**src/rtl/parser_pkg.sv**
```systemverilog
// Shared constants and types for the ITCH byte-stream parser and its helpers.
package parser_pkg;

  localparam logic [7:0] MSG_ADD  = 8'h41;
  localparam logic [7:0] MSG_EXEC = 8'h45;
  localparam logic [7:0] MSG_DEL  = 8'h44;

  localparam logic [4:0] LEN_ADD  = 5'd17;
  localparam logic [4:0] LEN_EXEC = 5'd13;
  localparam logic [4:0] LEN_DEL  = 5'd9;

  typedef enum logic {IDLE, BODY} state_t;

  typedef struct packed {
    logic [7:0]  mtype;
    logic [63:0] order_id;
    logic [31:0] price;
    logic [31:0] volume;
  } msg_t;

  // Total message length including the type byte; 0 marks an unknown type.
  function automatic logic [4:0] msg_len(input logic [7:0] t);
    case (t)
      MSG_ADD:  msg_len = LEN_ADD;
      MSG_EXEC: msg_len = LEN_EXEC;
      MSG_DEL:  msg_len = LEN_DEL;
      default:  msg_len = 5'd0;
    endcase
  endfunction

endpackage

```
**src/rtl/gap_timer.sv**
```systemverilog
// Idle-cycle counter with a loadable limit; o_tc fires combinationally on the
// enabled cycle that completes i_limit counted cycles, and the count restarts.
module gap_timer #(
  parameter int W = 16
) (
  input  logic         clk,
  input  logic         rst_n,
  input  logic         i_clr,
  input  logic         i_en,
  input  logic [W-1:0] i_limit,
  output logic         o_tc
);

  logic [W-1:0] r_cnt;
  logic [W-1:0] w_last;

  assign w_last = i_limit - {{(W-1){1'b0}}, 1'b1};
  assign o_tc   = i_en && !i_clr && (r_cnt == w_last);

  always_ff @(posedge clk) begin
    if (!rst_n)            r_cnt <= '0;
    else if (i_clr || o_tc) r_cnt <= '0;
    else if (i_en)         r_cnt <= r_cnt + {{(W-1){1'b0}}, 1'b1};
  end

endmodule

```
**src/rtl/itch_msg_parser.sv**
```systemverilog
// Frames fixed-length big-endian ITCH order messages from a byte stream and
// presents each complete message on a valid/ready output with error stats.
module itch_msg_parser
  import parser_pkg::*;
#(
  parameter int TIMEOUT_CYCLES = 1024,
  parameter int CNT_W          = 16
) (
  input  logic             clk,
  input  logic             rst_n,
  input  logic [7:0]       in_byte,
  input  logic             in_valid,
  output logic             in_ready,
  output logic [7:0]       out_type,
  output logic [63:0]      out_order_id,
  output logic [31:0]      out_price,
  output logic [31:0]      out_volume,
  output logic             out_valid,
  input  logic             out_ready,
  output logic             err_unknown,
  output logic             err_timeout,
  output logic [CNT_W-1:0] msg_count,
  output logic [CNT_W-1:0] err_count
);

  state_t             r_state, w_state_nx;
  logic [4:0]         r_idx, r_len;
  logic [63:0]        r_id,  w_id_nx;
  logic [31:0]        r_price, w_price_nx;
  logic [31:0]        r_vol, w_vol_nx;
  msg_t               r_out;
  logic               r_out_valid, r_err_unk, r_err_to;
  logic [CNT_W-1:0]   r_msg_cnt, r_err_cnt;

  logic w_acc, w_known, w_type_acc, w_unk, w_body_acc, w_last, w_to;
  logic w_tmr_clr, w_tmr_en;

  assign in_ready   = !r_out_valid || out_ready;
  assign w_acc      = in_valid && in_ready;
  assign w_known    = (msg_len(in_byte) != 5'd0);
  assign w_type_acc = (r_state == IDLE) && w_acc && w_known;
  assign w_unk      = (r_state == IDLE) && w_acc && !w_known;
  assign w_body_acc = (r_state == BODY) && w_acc;
  assign w_last     = w_body_acc && (r_idx == r_len - 5'd1);

  // Only stalls of the upstream count; output backpressure freezes the timer.
  assign w_tmr_clr  = (r_state == IDLE) || w_acc;
  assign w_tmr_en   = (r_state == BODY) && in_ready && !w_acc;

  gap_timer #(.W(16)) u_gap_timer (
    .clk     (clk),
    .rst_n   (rst_n),
    .i_clr   (w_tmr_clr),
    .i_en    (w_tmr_en),
    .i_limit (16'(TIMEOUT_CYCLES)),
    .o_tc    (w_to)
  );

  always_ff @(posedge clk) begin
    if (!rst_n) r_state <= IDLE;
    else        r_state <= w_state_nx;
  end

  always_comb begin
    w_state_nx = r_state;
    case (r_state)
      IDLE:    if (w_type_acc)      w_state_nx = BODY;
      BODY:    if (w_last || w_to)  w_state_nx = IDLE;
      default:                      w_state_nx = IDLE;
    endcase
  end

  // Byte index picks the field: 1-8 id, 9-12 price (A) or volume (E), 13-16 volume (A).
  always_comb begin
    w_id_nx    = r_id;
    w_price_nx = r_price;
    w_vol_nx   = r_vol;
    if (w_body_acc) begin
      if (r_idx <= 5'd8)                 w_id_nx    = {r_id[55:0], in_byte};
      else if (r_idx <= 5'd12 && r_out.mtype == MSG_ADD)
                                         w_price_nx = {r_price[23:0], in_byte};
      else                               w_vol_nx   = {r_vol[23:0], in_byte};
    end
  end

  always_ff @(posedge clk) begin
    if (!rst_n) begin
      r_idx       <= '0;
      r_len       <= '0;
      r_id        <= '0;
      r_price     <= '0;
      r_vol       <= '0;
      r_out       <= '0;
      r_out_valid <= 1'b0;
      r_err_unk   <= 1'b0;
      r_err_to    <= 1'b0;
      r_msg_cnt   <= '0;
      r_err_cnt   <= '0;
    end else begin
      r_err_unk <= w_unk;
      r_err_to  <= w_to;

      if (w_type_acc) begin
        r_out.mtype <= in_byte;
        r_len       <= msg_len(in_byte);
        r_idx       <= 5'd1;
        r_id        <= '0;
        r_price     <= '0;
        r_vol       <= '0;
      end else if (w_body_acc) begin
        r_idx   <= r_idx + 5'd1;
        r_id    <= w_id_nx;
        r_price <= w_price_nx;
        r_vol   <= w_vol_nx;
      end

      // A completing message wins over the handshake clear for back-to-back output.
      if (w_last) begin
        r_out.order_id <= w_id_nx;
        r_out.price    <= w_price_nx;
        r_out.volume   <= w_vol_nx;
        r_out_valid    <= 1'b1;
        r_msg_cnt      <= r_msg_cnt + 1'b1;
      end else if (out_ready) begin
        r_out_valid <= 1'b0;
      end

      if (w_unk || w_to) r_err_cnt <= r_err_cnt + 1'b1;
    end
  end

  assign out_type     = r_out.mtype;
  assign out_order_id = r_out.order_id;
  assign out_price    = r_out.price;
  assign out_volume   = r_out.volume;
  assign out_valid    = r_out_valid;
  assign err_unknown  = r_err_unk;
  assign err_timeout  = r_err_to;
  assign msg_count    = r_msg_cnt;
  assign err_count    = r_err_cnt;

endmodule

```
**config.mk**
```make
export PLATFORM = sky130hd
export DESIGN_NAME = itch_msg_parser
export DESIGN_NICKNAME = d
export VERILOG_FILES = /design/src/rtl/parser_pkg.sv /design/src/rtl/gap_timer.sv /design/src/rtl/itch_msg_parser.sv
export SDC_FILE = /design/constraint.sdc
export NUM_CORES = 1
export LEC_CHECK = 0
export CORE_MARGIN = 3
export CORE_UTILIZATION = 48
export DETAILED_ROUTE_END_ITERATION = 10
export DONT_BUFFER_PORTS = 1
export PLACE_DENSITY = 0.76
export RECOVER_POWER = 50
export SYNTH_ARGS = -nofsm -noshare
export SYNTH_HDL_FRONTEND = slang
export SYNTH_SLANG_ARGS = --single-unit
```
**constraint.sdc**
```tcl
create_clock -name clk -period 1.88 [get_ports clk]
set_clock_uncertainty 0.1 [all_clocks]
set_input_delay 0.188 -clock clk [delete_from_list [all_inputs] [get_ports clk]]
set_output_delay 0.188 -clock clk [all_outputs]
set_load 0.02 [all_outputs]
```
==> results of run 1 <==
==> layout make-up <==
type / count / area share [%]
inverter: 13 / 0.3345
clock buffer: 48 / 5.605
antenna: 1 / 0.01487
tap: 319 / 2.371
multi-input combinational: 799 / 37.27
timing repair buffer: 207 / 15.11
sequential: 325 / 38.78
clock inverter: 9 / 0.5129
==> cell usage in the layout, fill, tap and decap left out, drive strengths merged, types with 10 or more instances in the layout <==
master       instances
nand2b              16
nand3               23
and3                15
nand4               15
clkbuf              74
or4                 10
inv                 13
nor2               222
xnor2               11
mux2i              144
xor2                15
o21ai               69
nand2               44
a211oi              66
buf                167
a21oi              100
dfxtp              325
dlygate4sd3         14
==> kinds of logic (layout without fill, tap and decap cells) <==
family                     after synthesis  after routing  synth area share, %
DFF                                    325            325                54.82
buffers and inverters                   98            277                3.795
AOI/OAI and AO/OA                      249            249                12.38
muxes                                  144            144                12.14
and+or+nand+nor                        372            374                14.32
xor gates and xnor gates                26             26                1.919
other                                    0              1                    0
adders and majority gates                6              6               0.6325
==> metrics by stage <==
step | total power [mW] | instance area, um2 | hold slack, ns | cells | TNS (ns)
after detailed placement | 7.230 | 13160 | 0.2165 | 1581 | -40.55
after global routing | 13.90 | 16830 | 0.03135 | 1721 | -63.72
after floorplan | 7.190 | 12170 | 0.2423 | 1220 | -15.31
after global placement | 7.228 | 13160 | 0.2136 | 1581 | -29.66
final | 13.53 | 16830 | 0.03383 | 1721 | -38.07
after CTS | 13.51 | 14860 | 0.007563 | 1672 | -24.70
==> repair_timing <==
action,4_1_cts,5_1_grt
resized for setup,71,241
hold endpoints to repair,145,0
pin swaps,17,40
hold buffers,15,0
setup buffers,13,24
cloned,6,27
setup endpoints to repair,305,304
==> layer usage <==
layer / up-vias / track usage, % / share of wire (%)
met5: - / 0 / 0
met3: 72 / 7.558 / 8.0
li1: 4597 / - / -
met2: 336 / 37.55 / 50
met4: 0 / 5.844 / 3.0
met1: 4919 / 28.12 / 39
==> path summary, 6_finish.rpt <==
| path | startpoint | end | slack (ns) | depth (start not counted) |
|---|---|---|---|---|
| worst max register to register | r_len[0] | out_order_id[28] | -0.47 | 11 |
| worst min-delay path | rst_n | r_len[4] | 0.03 | 3 |
| worst max-delay path | r_len[0] | out_order_id[28] | -0.47 | 11 |
| worst min register to register | r_len[4] | r_len[4] | 0.37 | 2 |
==> power by group through the flow <==
stage | registers, mW | clock network (mW) | logic (mW)
finish | 6.89 | 6.35 | 0.289
global route | 6.89 | 6.70 | 0.305
detailed placement | 7.05 | 0 | 0.179
CTS | 6.90 | 6.36 | 0.260
global placement | 7.05 | 0 | 0.177
floorplan | 7.06 | 0 | 0.132
==> worst min-delay path: stages <==
cell and delay [ns]:
buf_16 0.22, nand2_1 0.11, a21oi_1 0.04
==> flip-flops by register name, indices dropped and copies added (netlist names), 4 cells and up <==
register	flops
err_count	16
msg_count	16
out_order_id	64
out_price	32
out_type	8
out_volume	32
r_id	64
r_idx	5
r_len	4
r_price	32
r_vol	32
u_gap_timer.r_cnt	16
==> summary.md, run 1 <==
| Metric | Value |
|---|---|
| Area share of the largest cell type after synthesis | 54.82% |
| Layout area overhead | 41.81% |
| Post-layout utilization of the core | 70.44% |
| Final net count | 1398 |
| Multi-input gate area | 6274 um2 |
| CP max stage cell | a211oi_1 |
| CP required | 2.15 ns |
| Clk pwr share | 46.9% |
| Fmax | 426.4 MHz |
| Peak supply drop | 782.0 uV |
| Die X | 163.2 um |
| Final setup viols | 282 |
| Post-synthesis sequential area ratio | 54.82% |
| First-pass GRT wire length | 48.85 mm |
| Count of different cell masters after synthesis | 45 |
| Drt wl/cell | 21.28 um |
| Max incr delay on CP | 0.36 ns |
| Layout cells sized above 1 | 31.19% |
| Post-Syn Area | 11870 um2 |
| Total CTS buffers | 34 |
| Max-Cap Viols | 0 |
| Port bufs | 0 |
| Post-synth ARST share | 0% |
| DR pass1 iterations | 5 |
| Initial antenna violation count | 1 |
| Critical path type | flop to flop |
| Final setup margin | -0.4654 ns |
| Final WL | 36.63 mm |
| Most common cell in the netlist | dfxtp_1 |
| # clock sinks | 325 |
| Die ar. | 26650 um2 |
| Lkg Pwr | 5.878 nW |
| Core ar. | 23890 um2 |
| Failing checks | negative setup slack |
| Filler cells | 1574 |
| Register area | 6526 um2 |
| Synth Net Count | 1238 |
| Drt drc | 0 |
| Worst Hold Class | input pin to flop |
| Status | finished with violations |
| Vias post-DR | 9924 |
| Worst-Margin Slew | 0.6681 ns |
| Largest net degree at the start of global routing | 100 |
| Gpl congestion | 0.8393 |
| CTS tree | yes |
| Largest cells by area after synthesis | dfxtp_1, mux2i_1, nor2_1 |
| Cells after Synth | 1220 |
| Slew Limit Fails | 0 |
| Starting Density | 49.68% |
| Comb pwr share | 2.1% |
| Detailed router's first-iteration violation count | 712 |
| Vias/cell | 5.766 |
| CTS HTree Levels | 2 |
| Rows | 56 |
| Top Ports | 184 |
| Clk_lat worst skew | 0.50 ns |
| P_int | 10.62 mW |
| Final worst path period share | 124.8% |
| CTS clk-pin slew, worst paths | 0.06 ns |
| Critical path peak fanout | 8 |
| Main synth FF type | dfxtp_1 |
| Reg power frac | 51.0% |
| Psw | 2.912 mW |
| Unrepaired setup endpoints after global routing | yes |
| CP Capture Type | flop |
| Critical Path Most Common Cell | clkbuf_16 |
| Min Tclk post-route | 2.345 ns |
| Crit path buf inv count | 6 |
| Vias in the first global route | 9279 |
| Die Height | 163.2 um |
| CP arrival | 2.61 ns |
| Crit-path leading delay family | buffers and inverters |
| CP startpoint kind | flop |
| Grt ovf | 0 |
| Cells along the critical path | inv_2 > ha_4 > xor2_1 > xnor2_1 > buf_4 > and4_4 > buf_12 > clkbuf_16 > buf_8 > clkbuf_16 > a211oi_1 |
| CTS root buffer | clkbuf_16 |
| Post-place setup slack | -0.2458 ns |
| Switching share of power | 21.52% |
| Gr usage total | 22.52% |
| Antenna Nets Post-Route | 0 |
| Post-synth EDFFs | 0 |
| Ys Warns | 0 |
| Area leader, netlist | dfxtp_1 |
| Detailed Place HPWL | 19.53 mm |
| CTS max path bufs | 3 |
| #FFs+latches synth | 325 |
| Post-synth top cells | dfxtp_1, nor2_1, mux2i_1 |
| Final Hold Fails | 0 |
| Cell Pwr Density | 803.8 nW/um2 |
| Syn Area/Cell | 9.729 um2 |
| Worst slew margin | 55.31% |
Power figures use the tool's default switching activity.
==> run 2: changes to the inputs <==
==> constraint.sdc (replaced) <==
create_clock -name clk -period 1.88 [get_ports clk]
set_clock_uncertainty 0.1 [all_clocks]
set_input_delay 0.282 -clock clk [delete_from_list [all_inputs] [get_ports clk]]
set_output_delay 0.282 -clock clk [all_outputs]
set_load 0.02 [all_outputs]
==> run 2 against run 1 <==
Against the previous run: the flow still finishes with violations (negative setup slack); core utilization is 8.4 points higher; maximum frequency is 6.3% higher; critical path depth down 1; clock-buffer cell count unchanged; first-iteration DRC count grew 15%; register-to-register slack better by 0.14 ns; die area did not move; final area rose by 12%; via count is 5.4% higher; largest cell class is now multi-input combinational cells; highest routed layer unchanged.
==> summary.md, run 2 (synthesis gave the netlist of run 1 again) <==
| Metric | Value |
|---|---|
| Status | finished with violations (unchanged) |
| Failing checks | negative setup slack (unchanged) |
| CP Capture Type | flop (unchanged) |
| Final setup viols | 277 (was 282) |
| Slew Limit Fails | 0 (unchanged) |
| Die ar. | 26650 um2 (unchanged) |
| Layout cells sized above 1 | 45.33% (was 31.19%) |
| CTS max path bufs | 3 (unchanged) |
| Detailed router's first-iteration violation count | 822 (was 712) |
| Vias post-DR | 10455 (was 9924) |
| Die Height | 163.2 um (unchanged) |
| Antenna Nets Post-Route | 0 (unchanged) |
| Cells along the critical path | buf_6 > nor3_4 > xnor2_4 > and4_4 > buf_8 > buf_16 > buf_16 > buf_12 > nor2_2 > a211oi_2 (was inv_2 > ha_4 > xor2_1 > xnor2_1 > buf_4 > and4_4 > buf_12 > clkbuf_16 > buf_8 > clkbuf_16 > a211oi_1) |
| Critical Path Most Common Cell | buf_16 (was clkbuf_16) |
| RR Endpoint | out_order_id[37] (was out_order_id[28]) |
| Post-layout utilization of the core | 78.87% (was 70.44%) |
| Max incr delay on CP | 0.33 ns (was 0.36 ns) |
| Final WL | 43.81 mm (was 36.63 mm) |
| Drt wl/cell | 25.13 um (was 21.28 um) |
| Clk_lat worst skew | 0.52 ns (was 0.50 ns) |
| Final net count | 1418 (was 1398) |
| Core ar. | 23890 um2 (unchanged) |
| Peak supply drop | 863.2 uV (was 782.0 uV) |
| # clock sinks | 325 (unchanged) |
| Worst-Margin Slew | 0.6904 ns (was 0.6681 ns) |
| Layout area overhead | 58.77% (was 41.81%) |
| Detailed Place HPWL | 18.64 mm (was 19.53 mm) |
| R2R depth | 10 (was 11) |
| Critical path peak fanout | 5 (was 8) |
| Final setup margin | -0.3270 ns (was -0.4654 ns) |
| Unrepaired setup endpoints after global routing | yes (unchanged) |
| Most frequent cells in the layout | dfxtp_1, nor2_1, mux2i_4 (was dfxtp_1, nor2_1, buf_4) |
| Most common cell after layout, fill and taps aside | dfxtp_1 (unchanged) |
| Cell Pwr Density | 742.7 nW/um2 (was 803.8 nW/um2) |
| Final worst path period share | 117.4% (was 124.8%) |
| Starting Density | 49.68% (unchanged) |
| Worst r2r src | r_len[2] (was r_len[0]) |
| R2R Setup Slk | -0.33 ns (was -0.47 ns) |
| Gpl congestion | 0.8140 (was 0.8393) |
| Hold path cells | 3 (unchanged) |
| Gr usage total | 24.81% (was 22.52%) |
| CTS HTree Levels | 2 (unchanged) |
| Lkg Pwr | 6.328 nW (was 5.878 nW) |
| First-pass GRT wire length | 53.34 mm (was 48.85 mm) |
| CTS clk-pin slew, worst paths | 0.06 ns (about the same) |
| Vias/cell | 5.998 (was 5.766) |
| Final Hold Fails | 0 (unchanged) |
| Die X | 163.2 um (unchanged) |
| CTS tree | yes (unchanged) |
| DR pass1 iterations | 5 (unchanged) |
| Total CTS buffers | 34 (unchanged) |
| Min Tclk post-route | 2.207 ns (was 2.345 ns) |
| CP startpoint kind | flop (unchanged) |
| Crit-path leading delay family | buffers and inverters (unchanged) |
| Initial antenna violation count | 1 (unchanged) |
| Vias in the first global route | 9708 (was 9279) |
| CP arrival | 2.52 ns (was 2.61 ns) |
| Worst slew margin | 53.82% (was 55.31%) |
| Drt drc | 0 (unchanged) |
| Grt ovf | 0 (unchanged) |
| HP Start | in_valid (was rst_n) |
| Rows | 56 (unchanged) |
| Fmax | 453.1 MHz (was 426.4 MHz) |
| CTS root buffer | clkbuf_16 (unchanged) |
| Max-Cap Viols | 0 (unchanged) |
| Tot Pwr | 14.00 mW (was 13.53 mW) |
| Port bufs | 0 (unchanged) |
| Hold EP | r_idx[1] (was r_len[4]) |
| Crit path buf inv count | 5 (was 6) |
| Worst Hold Class | input pin to flop (unchanged) |
| Critical path type | flop to flop (unchanged) |
| Top Ports | 184 (unchanged) |
| Largest net degree at the start of global routing | 97 (was 100) |
| CP max stage cell | dfxtp_2 (was a211oi_1) |
| CP required | 2.20 ns (was 2.15 ns) |
## run 2: cell types whose count changed in the layout (fill, tap and decap cells not counted), moves of 25 or more
cell | before | now
a211oi_1 | 33 | 7
a211oi_2 | 33 | 58
a21oi_1 | 86 | 41
a21oi_2 | 9 | 54
buf_4 | 103 | 73
mux2i_1 | 69 | 30
mux2i_4 | 59 | 97
nor2_1 | 199 | 158
nor2_4 | 2 | 37
## run 2: report_power, final
part           leakage, nW  switching [mW]  internal [mW]  total, mW
Combinational         3.16           0.236          0.119      0.355
Sequential            2.62         0.00884           6.88       6.89
Clock                0.548            2.87           3.88       6.75
Total                 6.33            3.11           10.9       14.0
## run 2: how the worst max path moves through the flow
stage | startpoint | to | slack [ns] | cells past startpoint
after floorplan | out_valid | out_order_id[7] | -0.08 | 10
after global placement | r_len[0] | msg_count[8] | -0.23 | 8
after detailed placement | r_len[0] | msg_count[7] | -0.28 | 8
after CTS | u_gap_timer.r_cnt[10] | err_count[15] | -0.21 | 6
after global routing | r_len[2] | out_order_id[37] | -0.36 | 11
final | r_len[2] | out_order_id[37] | -0.33 | 10
## run 2: repair_timing
action                                 in CTS  in global routing
hold buffers                               15                  0
setup endpoints to repair                 295                310
endpoints found under the hold margin     121                  0
pin swaps                                  53                102
gates cloned                               22                 23
gates resized for setup                   189                476
buffers inserted                           49                 28
## run 2: layout make-up
class	instances	area, um2
diodes	1	2.502
clock buffers	48	1005
clock inverters	11	97.59
fillers	1277	5049
inverters	13	57.56
multi-input cells	799	7641
flip-flops and latches	325	6533
well taps	319	399.1
repair buffers	227	3109
## run 2: per-stage QoR
| stage | setup slack (ns) | setup TNS (ns) | area [um2] | hold slack (ns) | std cells |
|---|---|---|---|---|---|
| after floorplan | -0.07758 | -15.77 | 12180 | 0.3335 | 1220 |
| after global placement | -0.2281 | -32.23 | 13040 | 0.3102 | 1557 |
| after detailed placement | -0.2752 | -40.20 | 13040 | 0.3107 | 1557 |
| after CTS | -0.2059 | -31.06 | 16100 | 0.04311 | 1702 |
| after global routing | -0.3627 | -58.31 | 18840 | 0.07952 | 1743 |
| final | -0.3270 | -40.99 | 18840 | 0.05380 | 1743 |
## run 2: per-layer routing
metal  vias to the layer above  global-route usage (%)  wire [um]
li1                       4653                       -          -
met1                      5220                   31.15      15860
met2                       453                   40.30      22620
met3                       129                   7.786       3354
met4                         0                   9.035       1980
met5                         -                       0          0
## run 2: worst min-delay path: cells and delay by family
kind	cells	cell delay [ns]
AOI/OAI and AO/OA	1	0.05
and+or+nand+nor	2	0.28
